===== config.mk =====
export PLATFORM = sky130hd
export DESIGN_NAME = fetch_stage
export DESIGN_NICKNAME = d
export VERILOG_FILES = /design/src/rtl/fetch_stage_pkg.sv /design/src/rtl/fetch_stage_npc_calc.sv /design/src/rtl/fetch_stage.sv
export SDC_FILE = /design/constraint.sdc
export NUM_CORES = 1
export LEC_CHECK = 0
export ABC_AREA = 1
export CORE_MARGIN = 2
export CORE_UTILIZATION = 49
export CTS_CLUSTER_DIAMETER = 200
export DETAILED_ROUTE_END_ITERATION = 7
export PLACE_DENSITY = 0.82
export SYNTH_ARGS = -nofsm -noshare
export SYNTH_HDL_FRONTEND = slang
export SYNTH_HIERARCHICAL = 1
export SYNTH_SLANG_ARGS = --single-unit

===== constraint.sdc =====
create_clock -name CLK -period 2.84 [get_ports CLK]
set_input_delay 0.568 -clock CLK [delete_from_list [all_inputs] [get_ports CLK]]
set_output_delay 0.568 -clock CLK [all_outputs]
set_load 0.1 [all_outputs]

===== src/rtl/fetch_stage_pkg.sv =====
// Shared control-unit types used by the fetch stage and branch resolution.
package fetch_stage_pkg;

    // Redirect kind requested by the decode stage.
    typedef enum logic [1:0] {
        PC4  = 2'd0,
        PCBR = 2'd1,
        PCJ  = 2'd2,
        PCJR = 2'd3
    } pcsrc_t;

    // Fetch sequencer states.
    typedef enum logic {
        FETCH = 1'b0,
        HALT  = 1'b1
    } fetch_state_t;

    // Opcode field of the HALT instruction.
    localparam logic [5:0] HALT_OP = 6'h3F;

endpackage


===== src/rtl/fetch_stage_npc_calc.sv =====
// Combinational control-flow target calculator, relative to the decode-stage PC+4.
module npc_calc
    import fetch_stage_pkg::*;
(
    input  logic [31:0] npc,
    input  pcsrc_t      pcsrc,
    input  logic [15:0] imm16,
    input  logic [25:0] jaddr,
    input  logic [31:0] jraddr,
    output logic [31:0] target
);

    logic [31:0] br_off;

    // Word offset, sign-extended and scaled to bytes.
    assign br_off = {{14{imm16[15]}}, imm16, 2'b00};

    // Select the target; PC4 is treated as a branch so a redirect always has a destination.
    always_comb begin
        target = npc + br_off;
        case (pcsrc)
            PCJ:     target = {npc[31:28], jaddr, 2'b00};
            PCJR:    target = jraddr;
            default: target = npc + br_off;
        endcase
    end

endmodule


===== src/rtl/fetch_stage.sv =====
// Instruction fetch stage: PC register, fetch/halt sequencer and the IF/ID latch.
module fetch_stage
    import fetch_stage_pkg::*;
#(
    parameter logic [31:0] PC_INIT = 32'h0000_0000
) (
    input  logic        CLK,
    input  logic        RST,
    input  logic        ihit,
    input  logic [31:0] imemload,
    output logic        imemREN,
    output logic [31:0] imemaddr,
    input  logic        stall,
    input  logic        redirect,
    input  pcsrc_t      pcsrc,
    input  logic [15:0] imm16,
    input  logic [25:0] jaddr,
    input  logic [31:0] jraddr,
    output logic [31:0] instr,
    output logic [31:0] npc,
    output logic        valid,
    output logic        halted
);

    fetch_state_t state_q, state_d;
    logic [31:0]  pc_q, pc_d;
    logic [31:0]  instr_q, instr_d;
    logic [31:0]  npc_q, npc_d;
    logic         valid_q, valid_d;
    logic         halted_q, halted_d;
    logic [31:0]  target;
    logic [31:0]  pc_plus4;

    assign pc_plus4 = pc_q + 32'd4;

    npc_calc u_npc_calc (
        .npc    (npc_q),
        .pcsrc  (pcsrc),
        .imm16  (imm16),
        .jaddr  (jaddr),
        .jraddr (jraddr),
        .target (target)
    );

    // Next-state for the sequencer, PC and IF/ID latch; redirect beats stall beats ihit.
    always_comb begin
        state_d  = state_q;
        pc_d     = pc_q;
        instr_d  = instr_q;
        npc_d    = npc_q;
        valid_d  = valid_q;
        halted_d = halted_q;
        unique case (state_q)
            FETCH: begin
                if (redirect) begin
                    // A word returned this cycle belongs to the squashed path.
                    pc_d    = target;
                    valid_d = 1'b0;
                end else if (stall) begin
                    // Hold everything; memory re-serves the same address later.
                    valid_d = valid_q;
                end else if (ihit) begin
                    instr_d = imemload;
                    npc_d   = pc_plus4;
                    valid_d = 1'b1;
                    pc_d    = pc_plus4;
                    if (imemload[31:26] == HALT_OP) begin
                        state_d  = HALT;
                        halted_d = 1'b1;
                    end
                end else begin
                    valid_d = 1'b0;
                end
            end
            HALT: begin
                if (redirect) begin
                    // An older control transfer makes the HALT speculative.
                    pc_d     = target;
                    valid_d  = 1'b0;
                    halted_d = 1'b0;
                    state_d  = FETCH;
                end else if (!stall) begin
                    valid_d = 1'b0;
                end
            end
            default: state_d = FETCH;
        endcase
    end

    // State, PC and IF/ID registers with synchronous reset.
    always_ff @(posedge CLK) begin
        if (RST) begin
            state_q  <= FETCH;
            pc_q     <= PC_INIT;
            instr_q  <= '0;
            npc_q    <= '0;
            valid_q  <= 1'b0;
            halted_q <= 1'b0;
        end else begin
            state_q  <= state_d;
            pc_q     <= pc_d;
            instr_q  <= instr_d;
            npc_q    <= npc_d;
            valid_q  <= valid_d;
            halted_q <= halted_d;
        end
    end

    // Request is register-derived; reset suppresses it immediately.
    always_comb begin
        imemREN  = !RST && (state_q == FETCH);
        imemaddr = pc_q;
    end

    assign instr  = instr_q;
    assign npc    = npc_q;
    assign valid  = valid_q;
    assign halted = halted_q;

endmodule


== Word-level counts from Yosys, hierarchy flattened ==
Cells that the tools add are included.
Word-level totals
  bits in registers: 99
  input port bits: 113
  word-level logic and storage cells: 52
Operators by class
  add/sub/neg operators: 2
  equality and inequality tests: 11
  muxes and demuxes: 24
  bitwise gates (word level): 3
  reduce and logical (&&, ||, !) cells: 6
Operator list (number)
  $mux W32: 4
  $pmux W32 S2: 2
  $add A32 B3 Y32 const B: 1
  $add A32 B32 Y32: 1
  $mux W1: 15
  $ne A2 B2 Y1 const B: 5
  $ne A3 B3 Y1 const B: 3
  $eq A6 B6 Y1 const B: 1
  $pmux W1 S2: 3
  $reduce_and A5 Y1: 1
  $eq A2 B2 Y1 const B: 2
  $reduce_and A4 Y1: 1
  $not A1 Y1: 3
  $reduce_and A3 Y1: 1
  $reduce_and A2 Y1: 1
  $logic_and A1 B1 Y1: 1
  $logic_not A1 Y1: 1

== Longest topological paths before layout ==
  depth in word-level cells: 6
  depth in mapped cells: 17
  gate-level depth less buffers: 17

== Modules after synthesis ==
The synthesis kept the hierarchy.
By module, submodules not included
  fetch_stage: instances 1, cells an instance 713, area each 4739.5 µm², sequential area each 1981.9 µm²
  npc_calc: instances 1, cells an instance 599, area each 2839.0 µm², sequential area each 0.0 µm²

== Least setup slack after synthesis ==
Ideal clock, no wire load.
  path kind: in2out
  start point: input RST
  end point: output imemREN
  arrival time: 2.205 ns
  path slack: 0.067 ns
  cell stages on the path: 3
  path through: clkbuf_1 clkbuf_1 nor2_1
Between the ends
  cells in the longest elaborated chain, start to end: 2
RTL lines
  start, declared: RTL line fetch_stage.sv:8  | input logic RST,
  $logic_not A1 Y1: RTL line fetch_stage.sv:111  | imemREN = !RST && (state_q == FETCH);
  $logic_and A1 B1 Y1: RTL line fetch_stage.sv:111
  end, declared: RTL line fetch_stage.sv:11  | output logic imemREN,
No other way between the ends.

== Final worst setup path ==
  start point: input imm16[15]
  end point: register pc_q[18], in the netlist imemaddr[18]
Between the ends
  cells in the longest elaborated chain, start to end: 4
RTL lines
  start, declared: RTL line fetch_stage.sv:16  | input logic [15:0] imm16,
  $add A32 B32 Y32 *: RTL line fetch_stage_npc_calc.sv:24  | default: target = npc + br_off;
  $pmux W32 S2 *: RTL line fetch_stage_npc_calc.sv:21  | case (pcsrc)
  via target[18]: RTL line fetch_stage.sv:31  | logic [31:0] target;
  $mux W32 (on tied branches): RTL line fetch_stage.sv:76, fetch_stage.sv:55
  $pmux W32 S2 *: RTL line fetch_stage.sv:53  | unique case (state_q)
  end signal, assigned: RTL line fetch_stage.sv:101  | pc_q <= pc_d;
  end, declared: RTL line fetch_stage.sv:26  | logic [31:0] pc_q, pc_d;
The timed path passes the listed nets; every way through them passes the cells marked *. The select of a mux whose other input is x is not followed.
A chain may end at the register's enable or synchronous reset.

==> run summary <==
Antenna Cells = 0
Die area = 16500 um2
Clock Tree Buf Depth = 2
Mapped cell area = 7580 um2
Total GRT Usage = 32.9%
Largest net degree at the start of global routing = 69
End of the critical path = imemaddr[18]$_SDFFE_PP0P_
Worst slew pin tran = 397 ps
Dpl hpwl = 21.3 mm
Status = finished, final reports clean
Drt first pass iters = 8
GPL Wtd Cong = 0.968
FF-to-FF Start = npc[2]$_SDFFE_PP0P_
DRT iter0 DRCs = 697
Vias in the first global route = 8659
# IOs = 212
Synth-to-layout area growth = 35.1%
Reg clk slew, reported paths = 70 ps
Register area = 1980 um2
CTS tree = built
Asr flop ratio synth = 0%
Initial antenna violation count = 0
Buffers added on ports = 211
Final core occ = 67.6%
H-tree Lvls = 3
Root buffer cell = clkbuf_16
CP max stage delay = 440 ps
Critical path arrival = 2890 ps
Cell repeated most along the worst path = nand2_1
Slowest-stage cell, CP = clkdlybuf4s50_1
Crit-path cells = clkdlybuf4s50_1 -> buf_12 -> ha_1 -> buf_4 -> nand2_1 -> nor2_1 -> nand2_1 -> a21oi_1 -> nor3_1 -> o21bai_1 -> nand2_1 -> nand2_1 -> nand2_1 -> a21oi_1
Vias = 9263
Clock Skews = 6.88 ps
CP top delay family = buffers and inverters
Multi-input gate area = 4740 um2
Fin. max-slew vios = 0
WP buf/inv = 3
Syn Inst Count = 1312
Gr ovfl total = 0
Via density = 5.35
Pleak = 5.10 nW
Post-CTS Setup Bufs = 0
Part of the Yosys area used for sequential elements = 26.2%
Commonest non-fill, non-tap cell in the layout = nand2_1
CP Depth = 14
Die H = 128 um
Worst EP required = 3120 ps
DRC viols = 0
Worst r2r dst = imemaddr[18]$_SDFFE_PP0P_
First-pass GRT wire length = 42.9 mm
Ys Warns = 6
Core Area = 15100 um2
Initial Utilization = 50.0%
Fmax = 383 MHz
Final WL = 26.9 mm
Synth Flop Type = dfxtp_1
Hold buffer count at cts = 0
Fin crit share = 91.9%
Post-cts gate resize count = 0
Placed Cells = 1717
Drt wl/cell = 15.5 um
CTS Sinks = 99
Critical path launch point type = input port
Library cells used by synthesis = 34
Synth Register Bits = 99
Clk_lat worst skew = 350 ps
Layout cell share with drive strength beyond 1 = 13.7%
Post-Syn Nets = 1456
Clock buffer count from CTS = 9
Critical path launch point = imm16[15]
Number of fill cells = 1396
Flop2flop setup slack = 500 ps
RSZ-0062 raised after global routing = false
Synth Area per Inst = 5.78 um2
WS Path Type = input port to flop
Final min period = 2610 ps
Slew HR = 73.4%
Setup-failing EPs final = 0
CP endpoint kind = flop
Hold Violations, Final = 0
Max-Cap Viols = 0
Hold Crit Class = flop to flop
Final net count = 1684
Die width = 128 um
Final setup TNS = 0 ps
Row cnt = 45
PD cells = 430 nW/um2
Most frequent cells in the layout = 435 x nand2_1, 164 x inv_1, 150 x nor2_1, 150 x buf_4, 132 x nand3_1
Detail Route Antenna Nets = 0
Crit Path Max Fanout = 15
Worst reg2reg path depth = 14
Max VDD drop = 336 uV
Non-filler cells, final = 1733
Number of synthesized flops with an enable pin = 0
routing by layer:
| layer | vias up | GRT usage [%] | wire, um |
|---|---|---|---|
| met2 | 425 | 53.1 | 12000 |
| met5 | - | 0 | 0 |
| met4 | 0 | 15.2 | 1280 |
| met1 | 4140 | 41.6 | 11000 |
| met3 | 60 | 7.86 | 2540 |
| li1 | 4638 | - | - |
flip-flops by register name, indices dropped and copies added, names as in the netlist:
register,cells
valid,1
halted,1
npc,32
state_q,1
imemaddr,32
instr,32
worst register-to-register path: cells and delay by family, from the launching register on:
family          cells  cell delay, ps
compound gates      3             580
fa+ha+maj           2             540
buf+inv             2             150
flops               1             400
simple gates        7             600
power by group:
| part | internal, mW | switching, mW |
|---|---|---|
| sequential | 1.47 | 0.101 |
| combinational | 0.528 | 1.12 |
| clock | 0.630 | 0.558 |
worst min path at each step:
| stage | to | depth (start not counted) | from |
|---|---|---|---|
| final | instr[17]$_SDFFE_PP0P_ | 2 | instr[17]$_SDFFE_PP0P_ |
| after global routing | instr[1]$_SDFFE_PP0P_ | 2 | instr[1]$_SDFFE_PP0P_ |
| after CTS | instr[17]$_SDFFE_PP0P_ | 2 | instr[17]$_SDFFE_PP0P_ |
| after detailed placement | halted$_SDFFE_PP0P_ | 2 | halted$_SDFFE_PP0P_ |
| after global placement | halted$_SDFFE_PP0P_ | 2 | halted$_SDFFE_PP0P_ |
| after floorplan | imemaddr[0]$_SDFFE_PP0P_ | 2 | imemaddr[0]$_SDFFE_PP0P_ |
cell families (layout without fill, tap and decap cells):
group | Yosys count | count (layout) | synth area share, %
simple gates | 773 | 773 | 42.7
buf+inv | 219 | 452 | 11.4
xor+xnor | 9 | 9 | 1.04
flops | 99 | 99 | 26.2
fa+ha+maj | 31 | 31 | 5.22
compound gates | 181 | 181 | 13.5
synth_stat cells, drive strengths merged, types with 2 or more instances:
library cell / n / area [um2]
nand2: 444 / 1690
nor2: 169 / 694
inv: 168 / 631
nand3: 136 / 701
dfxtp: 99 / 1980
o21ai: 74 / 370
a21oi: 68 / 348
ha: 30 / 375
buf: 27 / 143
clkbuf: 24 / 90.1
o211ai: 21 / 158
nand4: 9 / 56.3
nand3b: 7 / 52.6
o21bai: 7 / 63.8
nor3: 6 / 30.0
xor2: 5 / 43.8
a211oi: 4 / 30.0
xnor2: 4 / 35.0
a221oi: 3 / 26.3
a21o: 2 / 15.0
a31oi: 2 / 12.5
through the flow:
step	hold slack, ps	cell area [um2]	setup WS (ps)	power, mW
global route	505	10200	23.2	4.60
detailed placement	464	9950	-73.0	3.23
CTS	488	10200	274	4.40
global placement	461	9950	-62.1	3.21
finish	483	10200	229	4.40
floorplan	468	7580	67.0	2.67
area by class of cell:
| type | instances | area share (%) |
|---|---|---|
| Clock buffer | 11 | 2.37 |
| Clock inverter | 5 | 0.416 |
| Multi-Input combinational cell | 994 | 46.3 |
| Tap cell | 188 | 2.30 |
| Timing Repair Buffer | 268 | 23.1 |
| Sequential cell | 99 | 19.4 |
| Inverter | 168 | 6.16 |
(Power assumes the default switching activity.)
